==> src/rtl/cordic_ctrl_pkg.sv <==
// Shared types and constants for the CORDIC sharing controller.
// Default configuration plus the controller state encoding.
package cordic_ctrl_pkg;

  localparam int DEF_W       = 32;
  localparam int DEF_N_REQ   = 4;
  localparam int DEF_TIMEOUT = 255;

  localparam int OWNER_W = $clog2(DEF_N_REQ);
  localparam int TO_W    = $clog2(DEF_TIMEOUT + 1);

  typedef enum logic [2:0] {
    S_IDLE    = 3'd0,
    S_ISSUE   = 3'd1,
    S_WAIT    = 3'd2,
    S_CAPTURE = 3'd3,
    S_ABORT   = 3'd4,
    S_RESPOND = 3'd5
  } state_t;

  // Index width that never collapses to zero bits.
  function automatic int idx_width(input int n);
    if (n > 1) begin
      return $clog2(n);
    end else begin
      return 1;
    end
  endfunction

endpackage

==> src/rtl/rr_arbiter.sv <==
// Combinational round-robin pick: search starts one past the last grant.
// The pointer register itself lives in the caller.
module rr_arbiter #(
  parameter int N_REQ = 4,
  parameter int IDX_W = 2
) (
  input  logic [N_REQ-1:0] req,
  input  logic [IDX_W-1:0] last_grant,
  output logic [N_REQ-1:0] gnt,
  output logic [IDX_W-1:0] gnt_idx,
  output logic             gnt_any
);

  // First requester at or after last_grant+1, wrapping modulo N_REQ
  always_comb begin
    gnt_idx = '0;
    gnt_any = 1'b0;
    for (int i = 1; i <= N_REQ; i++) begin
      int cand;
      logic [IDX_W-1:0] cand_idx;
      cand     = (int'(last_grant) + i) % N_REQ;
      cand_idx = IDX_W'(cand);
      if (!gnt_any && req[cand_idx]) begin
        gnt_any = 1'b1;
        gnt_idx = cand_idx;
      end else begin
        gnt_any = gnt_any;
      end
    end
    if (gnt_any) begin
      gnt = {{(N_REQ-1){1'b0}}, 1'b1} << gnt_idx;
    end else begin
      gnt = '0;
    end
  end

endmodule

==> src/rtl/cordic_share_ctrl.sv <==
// Shares one Sine_Cosine_CORDIC between N_REQ requesters: round-robin issue,
// CORDIC handshake, watchdog abort and hold-until-ack response.
module cordic_share_ctrl
  import cordic_ctrl_pkg::*;
#(
  parameter int W       = DEF_W,
  parameter int N_REQ   = DEF_N_REQ,
  parameter int TIMEOUT = DEF_TIMEOUT
) (
  input  logic               clk,
  input  logic               rst,
  input  logic [N_REQ-1:0]   req,
  input  logic [N_REQ-1:0]   req_operation,
  input  logic [N_REQ*W-1:0] req_data,
  input  logic [2*N_REQ-1:0] req_region,
  output logic [N_REQ-1:0]   req_gnt,
  output logic [N_REQ-1:0]   rsp_valid,
  input  logic [N_REQ-1:0]   rsp_ack,
  output logic [W-1:0]       rsp_data,
  output logic               rsp_ovf,
  output logic               rsp_unf,
  output logic               rsp_err,
  output logic               busy,
  output logic               cordic_beg,
  output logic               cordic_ack,
  output logic               cordic_operation,
  output logic [W-1:0]       cordic_data_in,
  output logic [1:0]         cordic_region,
  input  logic               cordic_ready,
  input  logic [W-1:0]       cordic_data_out,
  input  logic               cordic_ovf,
  input  logic               cordic_unf
);

  localparam int IDX_W = idx_width(N_REQ);
  localparam int CW    = $clog2(TIMEOUT + 1);
  // Abort fires at the end of the TIMEOUT-th WAIT cycle.
  localparam logic [CW-1:0] TO_LAST = CW'(TIMEOUT - 1);

  state_t           state;
  logic [IDX_W-1:0] owner;
  logic [IDX_W-1:0] last_grant;
  logic [CW-1:0]    wd_cnt;
  logic [N_REQ-1:0] owner_oh;
  logic [N_REQ-1:0] arb_gnt;
  logic [IDX_W-1:0] arb_idx;
  logic             arb_any;

  rr_arbiter #(
    .N_REQ (N_REQ),
    .IDX_W (IDX_W)
  ) u_arb (
    .req        (req),
    .last_grant (last_grant),
    .gnt        (arb_gnt),
    .gnt_idx    (arb_idx),
    .gnt_any    (arb_any)
  );

  assign owner_oh = {{(N_REQ-1){1'b0}}, 1'b1} << owner;

  // Controller FSM with all outputs registered
  always_ff @(posedge clk or negedge rst) begin
    if (!rst) begin
      state            <= S_IDLE;
      owner            <= '0;
      last_grant       <= IDX_W'(N_REQ - 1);
      wd_cnt           <= '0;
      req_gnt          <= '0;
      rsp_valid        <= '0;
      rsp_data         <= '0;
      rsp_ovf          <= 1'b0;
      rsp_unf          <= 1'b0;
      rsp_err          <= 1'b0;
      busy             <= 1'b0;
      cordic_beg       <= 1'b0;
      cordic_ack       <= 1'b0;
      cordic_operation <= 1'b0;
      cordic_data_in   <= '0;
      cordic_region    <= 2'b00;
    end else begin
      req_gnt    <= '0;
      cordic_beg <= 1'b0;
      cordic_ack <= 1'b0;
      case (state)
        S_IDLE: begin
          if (arb_any) begin
            owner            <= arb_idx;
            cordic_operation <= req_operation[arb_idx];
            cordic_data_in   <= req_data[arb_idx*W +: W];
            cordic_region    <= req_region[2*arb_idx +: 2];
            req_gnt          <= arb_gnt;
            cordic_beg       <= 1'b1;
            busy             <= 1'b1;
            state            <= S_ISSUE;
          end else begin
            busy  <= 1'b0;
            state <= S_IDLE;
          end
        end
        S_ISSUE: begin
          last_grant <= owner;
          wd_cnt     <= '0;
          state      <= S_WAIT;
        end
        S_WAIT: begin
          wd_cnt <= wd_cnt + CW'(1);
          // Ready takes priority over a simultaneous timeout
          if (cordic_ready) begin
            rsp_data   <= cordic_data_out;
            rsp_ovf    <= cordic_ovf;
            rsp_unf    <= cordic_unf;
            rsp_err    <= 1'b0;
            cordic_ack <= 1'b1;
            state      <= S_CAPTURE;
          end else if (wd_cnt == TO_LAST) begin
            cordic_ack <= 1'b1;
            state      <= S_ABORT;
          end else begin
            state <= S_WAIT;
          end
        end
        S_CAPTURE: begin
          rsp_valid <= owner_oh;
          state     <= S_RESPOND;
        end
        S_ABORT: begin
          rsp_data  <= '0;
          rsp_ovf   <= 1'b0;
          rsp_unf   <= 1'b0;
          rsp_err   <= 1'b1;
          rsp_valid <= owner_oh;
          state     <= S_RESPOND;
        end
        S_RESPOND: begin
          if (rsp_ack[owner]) begin
            rsp_valid <= '0;
            busy      <= 1'b0;
            state     <= S_IDLE;
          end else begin
            state <= S_RESPOND;
          end
        end
        default: begin
          rsp_valid <= '0;
          busy      <= 1'b0;
          state     <= S_IDLE;
        end
      endcase
    end
  end

endmodule

==> config.mk <==
export PLATFORM = sky130hd
export DESIGN_NAME = cordic_share_ctrl
export DESIGN_NICKNAME = d
export VERILOG_FILES = /design/src/rtl/cordic_ctrl_pkg.sv /design/src/rtl/rr_arbiter.sv /design/src/rtl/cordic_share_ctrl.sv
export SDC_FILE = /design/constraint.sdc
export NUM_CORES = 1
export LEC_CHECK = 0
export BUFFER_PORTS_ARGS = -buffer_cell sky130_fd_sc_hd__buf_4
export CORE_ASPECT_RATIO = 1.1
export CORE_UTILIZATION = 35
export CTS_BUF_LIST = sky130_fd_sc_hd__clkbuf_8
export CTS_CLUSTER_SIZE = 20
export DETAILED_ROUTE_END_ITERATION = 7
export GPL_TIMING_DRIVEN = 0
export PLACE_DENSITY = 0.68
export SYNTH_ARGS = -nofsm -noshare
export SYNTH_HDL_FRONTEND = slang
export SYNTH_SLANG_ARGS = --single-unit
==> constraint.sdc <==
create_clock -name clk -period 1.9 [get_ports clk]
set_input_delay 0.285 -clock clk [delete_from_list [all_inputs] [get_ports clk]]
set_output_delay 0.285 -clock clk [all_outputs]
set_load 0.02 [all_outputs]
## Word level (Yosys, flattened, before mapping)

Index checks and enable logic that the tools add are counted.

- Bits in registers: 96
- Latch bits: 0
- Bits in writable memories: 0
- Memory bits (read-only): 0
- Bits of input ports: 185
- Output and inout bits: 81
- Word-level logic and storage cells: 102
- Memories: 0

- Add/subtract/negate cells: 5
- Multiply operators: 0
- Div/mod/pow operators: 0
- $lt $le $gt $ge: 6
- Equal/unequal tests: 8
- Shifts and indexed selects: 4
- Multiplexer cells: 45
- Bitwise operators: 2
- Reduce and logical (&&, ||, !) cells: 16

Operator list:

| operator | count |
|---|---|
| $shiftx 128x8->32 | 1 |
| $pmux 32 s2 | 1 |
| $mux 32 | 1 |
| $mux 1 | 20 |
| $lt 2x3->1 const B | 6 |
| $pmux 8 s2 | 1 |
| $pmux 3 s5 | 1 |
| $bmux 1 s2 | 6 |
| $mux 4 | 3 |
| $pmux 4 s3 | 1 |
| $mux 3 | 3 |
| $add 8x1->8 const B | 1 |
| $eq 8x8->1 const B | 1 |
| $mux 2 | 4 |
| $reduce_and 2->1 | 4 |
| $shiftx 8x4->2 | 1 |
| $shl 1x2->4 const A | 2 |
| $eq 3x2->1 const B | 2 |
| $eq 3x3->1 const B | 2 |
| $pmux 1 s2 | 3 |
| $add 2x1->2 const B | 2 |
| $add 2x2->2 const B | 2 |
| $ne 2x2->1 const B | 2 |
| $reduce_bool 2->1 | 2 |
| other kinds (9) | 14 |

## Longest topological paths before layout

Gate-level depths: netlist of the first run.

- Word-level depth: 16
- Mapped depth: 8
- Depth with buffers taken out: 7

## Cells and area by module

Synthesis of the first run repeated with hierarchy kept, for this count alone.

- Cells, all modules: 337
- Area, all modules: 4795.8 µm²

By module, submodules not included:

| module | times used | cells each | area an instance (µm²) | sequential area each (µm²) |
|---|---|---|---|---|
| cordic_share_ctrl | 1 | 307 | 4594.4 | 2404.8 |
| rr_arbiter | 1 | 30 | 201.4 | 0.0 |

## Least setup slack after synthesis of the first run

Ideal clock, no wire load.

- Path kind: register to register
- Start point: register last_grant[1]
- End point: register cordic_data_in[24]
- Setup time: 0.150 ns
- Arrival time: 1.680 ns
- Data required time: 1.750 ns
- Setup slack: 0.070 ns
- Cell stages (with the launch flop): 8
- Path buffers: 2
- Clock period less this slack: 1.830 ns
- Cell sequence: dfstp_2 > mux2i_1 > or2_2 > clkbuf_1 > clkbuf_1 > and3_1 > a221oi_1 > a211oi_1

- Word-level cells in the longest chain between the ends: 14
- Elaborated cells between the ends (all ways): 28
- Classes of those cells: add/sub: 4; shift: 1; mux: 16; reduce/logical: 7

Ends and longest elaborated chain:

| element | RTL line | RTL |
|---|---|---|
| start: declaration | cordic_share_ctrl.sv:42 | `logic [IDX_W-1:0] last_grant;` |
| start signal: assignment | cordic_share_ctrl.sv:67 | `last_grant <= IDX_W'(N_REQ - 1);` |
| start signal: assignment | cordic_share_ctrl.sv:102 | `last_grant <= owner;` |
| $add 2x1->2 | rr_arbiter.sv:21 | `cand = (int'(last_grant) + i) % N_REQ;` |
| $bmux 1 s2 | rr_arbiter.sv:23 | `if (!gnt_any && req[cand_idx]) begin` |
| $mux 1 (not written as such) | rr_arbiter.sv:23 |  |
| $mux 1 | rr_arbiter.sv:23 |  |
| $logic_not 1->1 | rr_arbiter.sv:23 |  |
| $logic_and 1x1->1 | rr_arbiter.sv:23 |  |
| $mux 1 | rr_arbiter.sv:23 |  |
| $logic_not 1->1 | rr_arbiter.sv:23 |  |
| $logic_and 1x1->1 | rr_arbiter.sv:23 |  |
| $mux 1 | rr_arbiter.sv:23 |  |
| $logic_not 1->1 | rr_arbiter.sv:23 |  |
| $logic_and 1x1->1 | rr_arbiter.sv:23 |  |
| $mux 2 or $mux 1 (tied branches) | rr_arbiter.sv:23 |  |
| $shiftx 128x8->32 or $reduce_and 2->1 (tied branches) | n/a |  |
| end signal: assignment | cordic_share_ctrl.sv:90 | `cordic_data_in <= req_data[arb_idx*W +: W];` |
| end: declaration | cordic_share_ctrl.sv:27 | `output logic [W-1:0] cordic_data_in,` |

Several ways; a longest one is shown, not always the timed one. The select of a mux whose other input is x is not followed.
A chain may end at the register's enable or synchronous reset.

## Final worst setup path of the first run

- Start point: register last_grant[1]
- End point: register cordic_data_in[31]

Same word-level chain as after synthesis.

==> results of run 1 <==
-- kinds of logic (layout without fill, tap and decap cells) --
group                    Yosys count  after routing  synth area share, %
multiplexers                      39             39                8.183
AO/OA/AOI/OAI                    142            142                24.04
AND/OR/NAND/NOR                  123            123                12.64
flip-flops                        96             96                48.70
adder cells (fa/ha/maj)            2              2               0.5066
buffers and inverters             51            336                5.929
-- sequential cells by signal, indices dropped and copies added (netlist names), 2 cells and up --
name,count
rsp_valid,4
req_gnt,4
state,3
cordic_region,2
cordic_data_in,32
rsp_data,32
owner,2
wd_cnt,8
last_grant,2
-- layout by cell type, fill, tap and decap left out, types with 6 or more instances in the layout --
cell type / count
buf_4: 268
dfrtp_1: 94
nor2_1: 46
and3_1: 38
a22o_1: 37
mux2i_1: 29
a221oi_2: 23
a211oi_1: 22
nand2_1: 13
a211oi_2: 13
buf_2: 11
o21ai_0: 10
a221oi_4: 10
clkbuf_8: 9
clkbuf_1: 8
inv_1: 8
clkbuf_2: 6
nand3_1: 6
mux2i_4: 6
buf_6: 6
-- through the flow --
step	TNS [ns]	total power, mW	utilization [%]	hold WS, ns	cell area (sq um)
6_report	-1.966	11.70	57.50	0.1147	7931
5_1_grt	-4.608	12.39	57.50	0.1029	7931
4_1_cts	-1.507	11.40	55.54	0.09300	7661
3_5_place_dp	-14.06	9.704	51.93	0.4842	7163
3_3_place_gp	-13.05	9.561	51.93	0.4734	7163
2_1_floorplan	0	7.175	-	-0.01059	4938
-- area by class of cell --
| type | instances | area (sq um) |
|---|---|---|
| buffer | 41 | 327.8 |
| clock buffer | 9 | 123.9 |
| clock inverter | 7 | 56.30 |
| fill | 1201 | 5863 |
| inverter | 8 | 30.03 |
| multi-input combinational | 306 | 2679 |
| sequential | 96 | 2405 |
| tap | 188 | 235.2 |
| timing repair buffer | 271 | 2074 |
-- layer usage --
metal	GRT usage, %	share of wire, %	vias to the layer above
met5	0	0	-
li1	-	-	2292
met3	3.536	4.3	34
met1	29.72	41	2492
met4	9.320	2.7	0
met2	40.33	51	162
-- power groups by stage --
| stage | Sequential, mW | Clock, mW | Combinational [mW] |
|---|---|---|---|
| floorplan | 4.43 | 0 | 2.75 |
| global placement | 3.53 | 0 | 6.03 |
| detailed placement | 3.57 | 0 | 6.13 |
| CTS | 3.55 | 1.33 | 6.52 |
| global route | 3.67 | 1.42 | 7.30 |
| finish | 3.56 | 1.30 | 6.84 |
-- final timing paths --
check / depth (start not counted) / start / slack, ns / end
worst max-delay path: 7 / last_grant[1]$_DFFE_PN1P_ / -0.10 / cordic_data_in[31]$_DFFE_PN0P_
min in group asynchronous: 2 / rst / 0.40 / cordic_data_in[17]$_DFFE_PN0P_
worst min-delay path: 2 / cordic_data_out[18] / 0.11 / rsp_data[18]$_DFFE_PN0P_
worst max register to register: 7 / last_grant[1]$_DFFE_PN1P_ / -0.10 / cordic_data_in[31]$_DFFE_PN0P_
worst min register to register: 1 / wd_cnt[6]$_DFFE_PN0P_ / 0.50 / wd_cnt[6]$_DFFE_PN0P_
max in group asynchronous: 3 / rst / 0.79 / last_grant[0]$_DFFE_PN1P_
-- what timing repair did --
| item | 4_1_cts | 5_1_grt |
|---|---|---|
| pin swaps | 1 | 18 |
| buffers inserted | 2 | 1 |
| endpoints found under the setup margin | 69 | 70 |
| hold buffers | 0 | 1 |
| hold endpoints to repair | 0 | 29 |
| gates cloned | 0 | 1 |
| gates resized for setup | 64 | 35 |
==> metrics.md, run 1 <==
| Metric | Value |
|---|---|
| Final WS setup | -0.1016 ns |
| Fin. Hold Viols | 0 |
| Die area | 14590 sq um |
| IO Count | 266 |
| EDFF count, synth | 0 |
| Initial core utilization | 35.80% |
| Clock tree sinks | 96 |
| Number of global-route vias before repair | 4843 |
| Syn Nets | 640 |
| Worst min path class | in2reg |
| Failing checks | setup timing |
| Setup crit start kind | flop |
| First-pass GRT wire length | 26.05 mm |
| Largest net degree at the start of global routing | 97 |
| Chip Height | 126.6 microns |
| Final Max Slew Viols | 0 |
| Post-synth ARST share | 100.0% |
| RSZ-0062 raised after global routing | yes |
| Post-synth cell types | 46 |
| Final period util | 105.3% |
| Post-place setup slack | -0.4627 ns |
| Crit Path Category | reg2reg |
| DP Cell Count | 906 |
| Sequential cell area fraction in the yosys report | 48.70% |
| Syn Area/Cell | 10.90 sq um |
| Overall Global Routing Usage | 23.56% |
| ANT nets after route | 0 |
| Crit. End Element | flop |
| Seq cells post-synth | 96 |
| Crit path buf inv count | 2 |
| LEAKAGE | 3.839 nW |
| Wirelength per Cell | 19.11 microns |
| Sw Share | 44.04% |
| Top post-synthesis cells by area | dfrtp_1 (48%), mux2i_1 (7.5%), a22o_1 (6.6%), a221oi_1 (5.1%), and3_1 (4.8%) |
| Share of the synthesized area in the top cell type | 47.63% |
| Clock latency on the worst-skew pair | 0.39 ns |
| Slew headroom | 52.69% |
| IO buf count | 265 |
| Int Pwr | 6.547 mW |
| Tightest Pin Transition | 0.7031 ns |
| Critical Path Fanout Max | 10 |
| Status | finished with violations |
| Top_reg_cell synth | dfrtp_1 |
| Critical path's top delay family | compound AO/OA/AOI/OAI gates |
| Final WL | 17.70 mm |
| Core area | 13790 sq um |
| Switching power | 5.153 mW |
| CP max stage delay | 0.63 ns |
| Mapped Cells | 453 |
| Area leader, netlist | dfrtp_1 |
| Final worst path period need | 2.002 ns |
| Seq pwr share | 30.5% |
| Worst-case clock buffer depth | 2 |
| Ys Warns | 0 |
| Via density | 5.378 |
| Clock Power Share | 11.1% |
| Placer Congestion | 0.8780 |
| Area growth syn-to-layout | 60.60% |
| Fmax | 0.4996 GHz |
| Max VDD drop | 0.0007360 V |
| DP HPWL | 13.23 mm |
| CTS tree | yes |
| Max Cap Violations | 0 |
| Antenna cells | 0 |
| Initial drt markers | 234 |
| Nets | 920 |
| Die width | 115.3 microns |
| Worst-path clk slew | 0.10 ns |
| Setup Skew | 0.01313 ns |
| CTS H-tree lvls | 3 |
| Clock root cell | clkbuf_8 |
| Power per Cell Area | 1475 nW/um^2 |
| CP max-delay cell | dfstp_2 |
| WP data required | 2.17 ns |
| Synth top cells by count | dfrtp_1 (94), nor2_1 (46), and3_1 (38) |
| Final setup viols | 35 |
| Grt total ovfl | 0 |
| Cts bufs inserted | 9 |
| Crit path cell chain | mux2i_4 > o21ai_2 > a21o_1 > buf_12 > clkbuf_16 > a221oi_4 > a211oi_2 |
| Antenna violations before repair | 0 |
| Layout Cells excl Fill | 926 |
| Most common cell in the netlist | dfrtp_1 |
| Arr. time, crit path | 2.27 ns |
| 1st-pass router iterations | 4 |
| Via count | 4980 |
| Comb pwr share | 58.4% |
| Post-route DRC violation count | 0 |
| Layout cells sized above 1 | 52.44% |
| Row count | 45 |
| Mapped Area | 4938 sq um |
No activity file was read; power rests on OpenSTA's default activity.
==> run 2: changes to the inputs <==
SYNTH_HIERARCHICAL = 1   (was not set)
==> run 2 against run 1 <==
The flow still finishes with violations (setup timing); sequential share of layout area rose by 1.9 points; first-iteration DRC count shrank 56%; utilization fell by 1.2 points; critical path depth is 2 higher; combinational power fell by 8.9%; wire length is 15% lower; fmax fell by 13%; power is 6.0% lower; sequential cell count unchanged; cell area shrank 5.9%; die area is 2.8% lower; clock power about the same.
==> metrics.md, run 2 <==
| Metric | Value |
|---|---|
| Critical path's top delay family | multiplexers (was compound AO/OA/AOI/OAI gates) |
| R2R Setup Slk | -0.39 ns (was -0.10 ns) |
| Worst min path class | in2reg (unchanged) |
| Ys Warns | 6 (was 0) |
| IO Count | 266 (unchanged) |
| Placer Congestion | 0.8428 (was 0.8780) |
| Cts bufs inserted | 9 (unchanged) |
| Fill count | 1144 (was 1201) |
| Antenna violations before repair | 0 (unchanged) |
| Most frequent cells in the layout | buf_4 (281), dfrtp_1 (94), a22o_1 (38), mux4_2 (36), mux2_4 (22) (was buf_4 (268), dfrtp_1 (94), nor2_1 (46), and3_1 (38), a22o_1 (37)) |
| Row count | 44 (was 45) |
| Core area | 13270 sq um (was 13790 sq um) |
| Largest net degree at the start of global routing | 97 (unchanged) |
| Status | finished with violations (unchanged) |
| Top post-synthesis cells by area | dfrtp_1 (49%), mux4_2 (17%), mux2_2 (7.3%), a22o_1 (6.9%), buf_4 (1.6%) (was dfrtp_1 (48%), mux2i_1 (7.5%), a22o_1 (6.6%), a221oi_1 (5.1%), and3_1 (4.8%)) |
| Worst-path clk slew | 0.11 ns (was 0.10 ns) |
| Final worst path period need | 2.288 ns (was 2.002 ns) |
| Seq cells post-synth | 96 (unchanged) |
| Via count | 4187 (was 4980) |
| RSZ-0062 raised after global routing | yes (unchanged) |
| Post-place setup slack | -0.5624 ns (was -0.4627 ns) |
| Critical Path Fanout Max | 7 (was 10) |
| Setup Skew | 0.01038 ns (was 0.01313 ns) |
| CTS H-tree lvls | 3 (unchanged) |
| Most common cell in the netlist | dfrtp_1 (unchanged) |
| Setup crit start kind | flop (unchanged) |
| WHS | 0.1255 ns (was 0.1147 ns) |
| Overall Global Routing Usage | 21.51% (was 23.56%) |
| ANT nets after route | 0 (unchanged) |
| Post-synth ARST share | 100.0% (unchanged) |
| Final WL | 15.02 mm (was 17.70 mm) |
| Die area | 14180 sq um (was 14590 sq um) |
| Final Max Slew Viols | 0 (unchanged) |
| Antenna cells | 0 (unchanged) |
| Crit path to | cordic_data_in[24]$_DFFE_PN0P_ (was cordic_data_in[31]$_DFFE_PN0P_) |
| CP max-delay cell | dfstp_2 (unchanged) |
| WP data required | 2.18 ns (was 2.17 ns) |
| 1st-pass router iterations | 4 (unchanged) |
| Clock latency on the worst-skew pair | 0.38 ns (was 0.39 ns) |
| Arr. time, crit path | 2.57 ns (was 2.27 ns) |
| Fmax | 0.4371 GHz (was 0.4996 GHz) |
| Final WS setup | -0.3879 ns (was -0.1016 ns) |
| Area leader, netlist | dfrtp_1 (unchanged) |
| Final Core Density | 56.25% (was 57.50%) |
| CTS tree | yes (unchanged) |
| Crit. End Element | flop (unchanged) |
| Reg2reg end | cordic_data_in[24]$_DFFE_PN0P_ (was cordic_data_in[31]$_DFFE_PN0P_) |
| Levels on crit path | 9 (was 7) |
| Sequential cell area fraction in the yosys report | 50.14% (was 48.70%) |
| Most used cell, CP | buf_6 |
| Clock root cell | clkbuf_8 (unchanged) |
| Post-synth cell types | 53 (was 46) |
| Top flop regs | cordic_data_in (32), rsp_data (32), wd_cnt (8) (unchanged) |
| Crit path from | last_grant[1]$_DFFE_PN1P_ (unchanged) |
| Total power | 11.00 mW (was 11.70 mW) |
| Max VDD drop | 0.0008075 V (was 0.0007360 V) |
| Share of the synthesized area in the top cell type | 49.05% (was 47.63%) |
| Chip Height | 124.8 microns (was 126.6 microns) |
| IO buf count | 264 (was 265) |
| Initial core utilization | 36.15% (was 35.80%) |
| Top_reg_cell synth | dfrtp_1 (unchanged) |
| Syn Area/Cell | 14.23 sq um (was 10.90 sq um) |
| Failing checks | setup timing (unchanged) |
| Tightest Pin Transition | 1.230 ns (was 0.7031 ns) |
| Max Cap Violations | 0 (unchanged) |
| Synth top cells by count | dfrtp_1 (94), a22o_1 (38), mux4_2 (36) (was dfrtp_1 (94), nor2_1 (46), and3_1 (38)) |
| Worst-case clock buffer depth | 2 (unchanged) |
| Setup TNS | -11.83 ns (was -1.966 ns) |
| Final period util | 120.4% (was 105.3%) |
| Layout cells sized above 1 | 63.59% (was 52.44%) |
| LEAKAGE | 3.653 nW (was 3.839 nW) |
| Fin. Hold Viols | 0 (unchanged) |
| Slew headroom | 18.00% (was 52.69%) |
| Wirelength per Cell | 18.48 microns (was 19.11 microns) |
| CP max stage delay | 0.56 ns (was 0.63 ns) |
| EDFF count, synth | 0 (unchanged) |
| First-pass GRT wire length | 23.21 mm (was 26.05 mm) |
| Most common cell after layout, fill and taps aside | buf_4 (unchanged) |
| Worst reg2reg path depth | 9 (was 7) |
| Power per Cell Area | 1474 nW/um^2 (was 1475 nW/um^2) |
| Reg-to-Reg Start | last_grant[1]$_DFFE_PN1P_ (unchanged) |
| Nets | 811 (was 920) |
| Die width | 113.6 microns (was 115.3 microns) |
| Grt total ovfl | 0 (unchanged) |
| Crit Path Category | reg2reg (unchanged) |
| Post-route DRC violation count | 0 (unchanged) |
| Initial drt markers | 103 (was 234) |
| Number of global-route vias before repair | 4418 (was 4843) |
| Area growth syn-to-layout | 55.62% (was 60.60%) |
| Syn Nets | 524 (was 640) |
| Crit path buf inv count | 4 (was 2) |
| Final setup viols | 35 (unchanged) |
| Crit path cell chain | buf_6 > nand2b_4 > a22oi_2 > o221ai_2 > buf_6 > buf_6 > buf_6 > mux4_2 > mux2_4 (was mux2i_4 > o21ai_2 > a21o_1 > buf_12 > clkbuf_16 > a221oi_4 > a211oi_2) |
| DP HPWL | 11.53 mm (was 13.23 mm) |
| Via density | 5.150 (was 5.378) |
| Mapped Cells | 337 (was 453) |
| Clock tree sinks | 96 (unchanged) |
| Mapped Area | 4796 sq um (was 4938 sq um) |
==> run 2: worst min-delay path by stage <==
stage,startpoint,endpoint,cells past startpoint
detailed placement,wd_cnt[7]$_DFFE_PN0P_,wd_cnt[7]$_DFFE_PN0P_,1
CTS,cordic_data_out[25],rsp_data[25]$_DFFE_PN0P_,2
finish,cordic_data_out[14],rsp_data[14]$_DFFE_PN0P_,2
global route,cordic_data_out[25],rsp_data[25]$_DFFE_PN0P_,2
floorplan,rst,busy$_DFFE_PN0P_,0
global placement,wd_cnt[6]$_DFFE_PN0P_,wd_cnt[6]$_DFFE_PN0P_,1
==> run 2: layout make-up <==
type                            count  area, sq um  share of cell area (%)
Multi-Input combinational cell    209         2321                   31.10
Inverter                            6        22.52                  0.3018
Clock buffer                        9        123.9                   1.660
Timing Repair Buffer              276         2096                   28.08
Sequential cell                    96         2405                   32.22
Clock inverter                      7        60.06                  0.8047
Tap cell                          184        230.2                   3.085
Buffer                             26        205.2                   2.749
==> run 2: timing repair <==
item | CTS | global route
gates resized for setup | 25 | 9
setup buffers | 6 | 6
pin swaps | 2 | 2
setup endpoints to repair | 36 | 57
hold buffers | 0 | 0
gates cloned | 1 | 0
==> run 2: cells by family after synthesis <==
kind of cell	synth area share (%)
buffers and inverters	3.653
multiplexers	26.01
adder cells (fa/ha/maj)	0.5217
AO/OA/AOI/OAI	12.50
flip-flops	50.14
AND/OR/NAND/NOR	7.175
==> run 2: per-stage QoR <==
stage	area, sq um	instances
after floorplan	4843	337
after global placement	7056	785
after detailed placement	7056	785
after global routing	7463	813
final	7463	813
after CTS	7420	808
==> run 2: worst reg2reg max path, cell delays in order, from the launching register on <==
cell	delay [ns]
dfstp_2	0.56
buf_6	0.12
nand2b_4	0.12
a22oi_2	0.05
o221ai_2	0.16
buf_6	0.20
buf_6	0.12
buf_6	0.11
mux4_2	0.49
mux2_4	0.27
==> run 2: where the power goes <==
part	switching (mW)	internal [mW]
Combinational	2.86	3.37
Sequential	0.570	2.89
Clock	0.813	0.505
==> run 2: metal layers <==
layer / track usage, % / up-vias / routed length (microns)
met5: 0 / - / 0
met4: 9.443 / 0 / 426
met3: 7.689 / 26 / 1504
met2: 36.59 / 218 / 7517
met1: 24.01 / 2057 / 5575
li1: - / 1886 / -
